## src/rtl/mem_wb_stage_buf.sv

```systemverilog
// ---------------------------------------------------------------------------
// mem_wb_stage_buf
//
// Elastic MEM/WB pipeline stage. It holds the data-memory read result, the ALU
// result, the destination register and the writeback control bits. Storage is
// a main register plus a one-entry skid buffer, so the upstream ready signal
// comes straight from a flop and never depends on out_ready in the same cycle.
// Read data and ALU result are stored in the same entry, so they stay aligned
// under backpressure. The control bits are gated by the entry-valid flag, so a
// bubble can never write the register file.
//
// Optional feature (macro MEM_WB_FWD_EN):
//   When defined, fwd_valid/fwd_reg/fwd_data expose the main entry's writeback
//   value for EX-stage bypass. When undefined, all three are tied to zero.
//
// Parameters:
//   DATA_W        width of read data and ALU result
//   REG_W         width of destination register index
//   CTR_W         width of writeback control field
//   MEMTOREG_BIT  ctrl bit selecting read data (1) or ALU result (0)
//   REGWRITE_BIT  ctrl bit enabling the register-file write
//
// Ports:
//   clock, reset          rising-edge clock, synchronous active-high reset
//   flush                 squash every held entry and any input this cycle
//   in_valid / in_ready   upstream handshake (in_ready = !skid_valid)
//   ctrl_in, read_data_in, alu_result_in, write_reg_in   incoming entry
//   out_valid / out_ready downstream handshake on the main entry
//   ctrl_out              main ctrl gated by out_valid
//   read_data, alu_result, write_reg   main payload (shown even when invalid)
//   fwd_valid, fwd_reg, fwd_data       forwarding view of the main entry
// ---------------------------------------------------------------------------
module mem_wb_stage_buf #(
    parameter int DATA_W       = 32,
    parameter int REG_W        = 5,
    parameter int CTR_W        = 2,
    parameter int MEMTOREG_BIT = 0,
    parameter int REGWRITE_BIT = 1
) (
    input  logic              clock,
    input  logic              reset,
    input  logic              flush,
    input  logic              in_valid,
    output logic              in_ready,
    input  logic [CTR_W-1:0]  ctrl_in,
    input  logic [DATA_W-1:0] read_data_in,
    input  logic [DATA_W-1:0] alu_result_in,
    input  logic [REG_W-1:0]  write_reg_in,
    output logic              out_valid,
    input  logic              out_ready,
    output logic [CTR_W-1:0]  ctrl_out,
    output logic [DATA_W-1:0] read_data,
    output logic [DATA_W-1:0] alu_result,
    output logic [REG_W-1:0]  write_reg,
    output logic              fwd_valid,
    output logic [REG_W-1:0]  fwd_reg,
    output logic [DATA_W-1:0] fwd_data
);

    logic              main_valid;
    logic [CTR_W-1:0]  main_ctrl;
    logic [DATA_W-1:0] main_rd;
    logic [DATA_W-1:0] main_alu;
    logic [REG_W-1:0]  main_reg;

    logic              skid_valid;
    logic [CTR_W-1:0]  skid_ctrl;
    logic [DATA_W-1:0] skid_rd;
    logic [DATA_W-1:0] skid_alu;
    logic [REG_W-1:0]  skid_reg;

    logic in_xfer;
    logic out_xfer;

    // The skid register is the only thing that can refuse an input, so ready
    // is purely a function of stored state.
    assign in_ready = !skid_valid;
    assign in_xfer  = in_valid & in_ready;
    assign out_xfer = main_valid & out_ready;

    // Entry occupancy: EMPTY (no main), ONE (main only), FULL (main + skid).
    // The skid entry is always younger than main, so it only ever moves into
    // main when main leaves, which preserves order. Flush drops both valid
    // flags but leaves the payload registers untouched.
    always_ff @(posedge clock) begin
        if (reset) begin
            main_valid <= 1'b0;
            main_ctrl  <= '0;
            main_rd    <= '0;
            main_alu   <= '0;
            main_reg   <= '0;
            skid_valid <= 1'b0;
            skid_ctrl  <= '0;
            skid_rd    <= '0;
            skid_alu   <= '0;
            skid_reg   <= '0;
        end else if (flush) begin
            main_valid <= 1'b0;
            skid_valid <= 1'b0;
        end else if (!main_valid) begin
            if (in_xfer) begin
                main_valid <= 1'b1;
                main_ctrl  <= ctrl_in;
                main_rd    <= read_data_in;
                main_alu   <= alu_result_in;
                main_reg   <= write_reg_in;
            end
        end else if (!skid_valid) begin
            if (out_xfer && in_xfer) begin
                main_ctrl <= ctrl_in;
                main_rd   <= read_data_in;
                main_alu  <= alu_result_in;
                main_reg  <= write_reg_in;
            end else if (out_xfer) begin
                main_valid <= 1'b0;
            end else if (in_xfer) begin
                skid_valid <= 1'b1;
                skid_ctrl  <= ctrl_in;
                skid_rd    <= read_data_in;
                skid_alu   <= alu_result_in;
                skid_reg   <= write_reg_in;
            end
        end else if (out_xfer) begin
            main_ctrl  <= skid_ctrl;
            main_rd    <= skid_rd;
            main_alu   <= skid_alu;
            main_reg   <= skid_reg;
            skid_valid <= 1'b0;
        end
    end

    assign out_valid  = main_valid;
    assign ctrl_out   = main_ctrl & {CTR_W{main_valid}};
    assign read_data  = main_rd;
    assign alu_result = main_alu;
    assign write_reg  = main_reg;

`ifdef MEM_WB_FWD_EN
    // Register 0 is hard-wired to zero, so a write to it never forwards.
    assign fwd_valid = main_valid & main_ctrl[REGWRITE_BIT] & (main_reg != '0);
    assign fwd_reg   = main_reg;
    assign fwd_data  = main_ctrl[MEMTOREG_BIT] ? main_rd : main_alu;
`else
    // Forwarding disabled. The control-bit indices are still referenced so
    // both builds use the same parameter set; the AND with zero folds away.
    assign fwd_valid = main_ctrl[REGWRITE_BIT] & main_ctrl[MEMTOREG_BIT] & 1'b0;
    assign fwd_reg   = '0;
    assign fwd_data  = '0;
`endif

endmodule

```

## config.mk

```make
export PLATFORM = sky130hd
export DESIGN_NAME = mem_wb_stage_buf
export DESIGN_NICKNAME = d
export VERILOG_FILES = /design/src/rtl/mem_wb_stage_buf.sv
export SDC_FILE = /design/constraint.sdc
export NUM_CORES = 1
export LEC_CHECK = 0
export CAP_MARGIN = 10
export CORE_ASPECT_RATIO = 1.1
export CORE_UTILIZATION = 48
export DETAILED_ROUTE_END_ITERATION = 8
export GPL_TIMING_DRIVEN = 0
export MAX_ROUTING_LAYER = met4
export PLACE_DENSITY = 0.77
export REMOVE_ABC_BUFFERS = 1
export SLEW_MARGIN = 10
export SYNTH_ARGS = -nofsm -noshare
export SYNTH_HDL_FRONTEND = slang
export SYNTH_SLANG_ARGS = --single-unit
```

## constraint.sdc

```tcl
create_clock -name clock -period 1.86 [get_ports clock]
set_clock_uncertainty 0.05 [all_clocks]
set_input_delay 0.372 -clock clock [delete_from_list [all_inputs] [get_ports clock]]
set_output_delay 0.372 -clock clock [all_outputs]
set_load 0.05 [all_outputs]
```

==> flow_summary.toml, run 1 <==
[synthesis]
syn_area_per_cell_sq_um = 8.45
synth_area_sq_um = 7390
synth-seq-cells = 144
ys.warnings.count = 0
yosysSeqAreaShare_pct = 39.0
ys_types = 24
syn_inst = 875

[timing]
tns_ns = 0
period_needed_ns = 1.80
setup_violations = 0
finalHoldViolCount = 0
max-slew-margin-rel_pct = 60.1
fin_hold_ws_ns = 0.334
rsz0062_at_grt = "yes"
fmax_ghz = 0.555
setup_slack_ns = 0.0592
finalMaxSlewViolations = 0
worst_pin_slew_ns = 0.599
min_period_over_period_pct = 96.8

[place]
io_buffers = 148
place_congestion = 0.734
dp_cells = 1120
dp_hpwl_mm = 10.5
place_ws_ns = -1.17

[die]
core-area_sq_um = 15100
dieHeight_microns = 132
io_pins = 187
dieWidth_microns = 120
start_util_pct = 49.1
std_cell_rows = 47
die_area_sq_um = 15900

[worst_hold_path]
hold_depth = 2
holdCritPathClass = "input pin to flip-flop"
min-delay-start = "reset"
hold_end = "skid_rd[19]"

[pwr]
p_per_area_nw_per_um2 = 857
p_leak_nw = 3.75
vdd_drop_max_mv = 0.614

[final_layout]
final_cell_mix = "dfxtp_1, inv_1, a21oi_1"
antenna_cells = 0
drive_above_1_share_pct = 8.09
area_growth_pct = 30.3
fin_nets = 1039
ff_latch_area_sq_um = 2890
fill_cells = 1343
final_common_cell = "dfxtp_1"
multi_input_area_sq_um = 3830
finalNonFillerCells = 1172

[worst_setup_path]
crit_arrival_ns = 1.38
r2r_end = "write_reg[2]"
crit_path_start_kind = "flip-flop"
cp_data_required_time_ns = 1.44
worstReg2RegStart = "out_valid"
cp-end-kind = "output pin"
path_max_fanout = 23
worst_r2r_path_depth = 5
rrSetupSlack_ns = 0.06
crit_type = "flip-flop to output pin"

[route]
remaining_drc_errors = 0
dr.pass1.iters = 5
ant_nets = 0
wl_per_cell_microns = 19.5
viasPerCell = 6.05
drt_iter0_drc = 678
drt_wl_total_mm = 22.9
vias = 7089

[clock_network]
cts_root_buf = "clkbuf_16"
htree_levels = 4
cts_tree = "done"
cts_sinks = 144
clkLatencyLatePin_ns = 0.42
path_clk_slew_ns = 0.06
clock_path_buffers = 2
hold_buffers = 0
numCtsBuffers = 17

[global_routing]
antenna_found_initial = 0
grt-ovfl-total = 0
grt_max_degree = 95
grt_use_total_pct = 29.8
grt_pass1_wl_mm = 36.1
grt_pass1_vias = 6573

[run]
cap_violations = 0

[outcome]
run_status = "complete, no violations"
-- per-layer routing --
metal / share of wire, % / up-vias / global-route usage [%]
li1: - / 3318 / -
met1: 45 / 3438 / 39.5
met2: 47 / 296 / 46.2
met3: 6.5 / 37 / 5.58
met4: 1.6 / 0 / 8.78
met5: 0 / - / -
-- metrics by stage --
step	power, mW	area, sq um	util, %
final	8.26	9640	64.0
after global routing	8.52	9640	64.0
after CTS	8.28	9570	63.6
after detailed placement	4.84	8790	58.4
after global placement	4.81	8490	56.4
after floorplan	4.20	6760	-
-- timing repair --
item / 4_1_cts / 5_1_grt
pin swaps: 4 / 1
setup endpoints to repair: 215 / 64
buffers inserted: 11 / 0
gates cloned: 9 / 0
resized for setup: 96 / 34
hold endpoints to repair: 0 / 0
-- layout make-up --
cell class                 count  share of cell area [%]
clock inverter                 4                   0.766
multi-input combinational    555                    39.8
sequential                   144                    30.0
tap                          196                    2.55
inverter                      72                    2.80
clock buffer                  28                    5.36
timing repair buffer         173                    18.7
-- how the worst max path moves through the flow --
stage | startpoint | endpoint | slack [ns] | cells after the start
2_1_floorplan | out_valid | skid_alu[0] | -5.80 | 3
3_3_place_gp | out_valid | skid_alu[29] | -10.73 | 3
3_5_place_dp | out_valid | write_reg[1] | -1.17 | 4
4_1_cts | out_valid | out_valid | 0.004 | 2
5_1_grt | out_ready | skid_rd[29] | -0.01 | 5
6_report | out_valid | ctrl_out[1] | 0.06 | 3
-- logic make-up after synthesis --
family,count (synthesis),synth area share (%)
other,1,0.0507
flip-flops,144,39.0
buffers and inverters,220,14.1
AND/OR/NAND/NOR,150,14.0
AO/OA/AOI/OAI,360,32.9
-- cell usage after synthesis --
| cell type | count | share of area, % |
|---|---|---|
| a2111oi_0 | 72 | 8.5 |
| a211oi_1 | 71 | 7.2 |
| a21boi_0 | 71 | 7.2 |
| a21o_1 | 1 | 0.10 |
| a21oi_1 | 72 | 4.9 |
| a22oi_1 | 1 | 0.10 |
| and2_1 | 2 | 0.17 |
| and3_1 | 71 | 6.0 |
| buf_2 | 13 | 0.88 |
| buf_4 | 39 | 4.0 |
| buf_6 | 7 | 1.1 |
| clkbuf_1 | 89 | 4.5 |
| conb_1 | 1 | 0.051 |
| dfxtp_1 | 144 | 39 |
| inv_1 | 72 | 3.7 |
| nand2_1 | 1 | 0.051 |
| nand2b_1 | 1 | 0.085 |
| nand3b_1 | 71 | 7.2 |
| nand4bb_1 | 1 | 0.15 |
| nor3_1 | 1 | 0.068 |
| nor4bb_1 | 1 | 0.14 |
| o21ai_0 | 71 | 4.8 |
| o21bai_1 | 1 | 0.10 |
| or2_1 | 1 | 0.085 |
-- worst max-delay path, stage by stage (launching register included) --
cell,delay (ns)
dfxtp_4,0.38
buf_16,0.20
and2_1,0.17
buf_4,0.20
-- power by group --
part	leakage [nW]	internal, mW	switching, mW
logic	2.28	0.478	1.07
registers	1.18	3.21	0.0641
clock network	0.289	2.16	1.28
(Power assumes the default switching activity.)
==> inputs of run 2 (changes only) <==
- ABC_AREA: default -> 0
==> results of run 2 <==
Same layout as run 1: the final DEF is identical, and so are final timing and power.
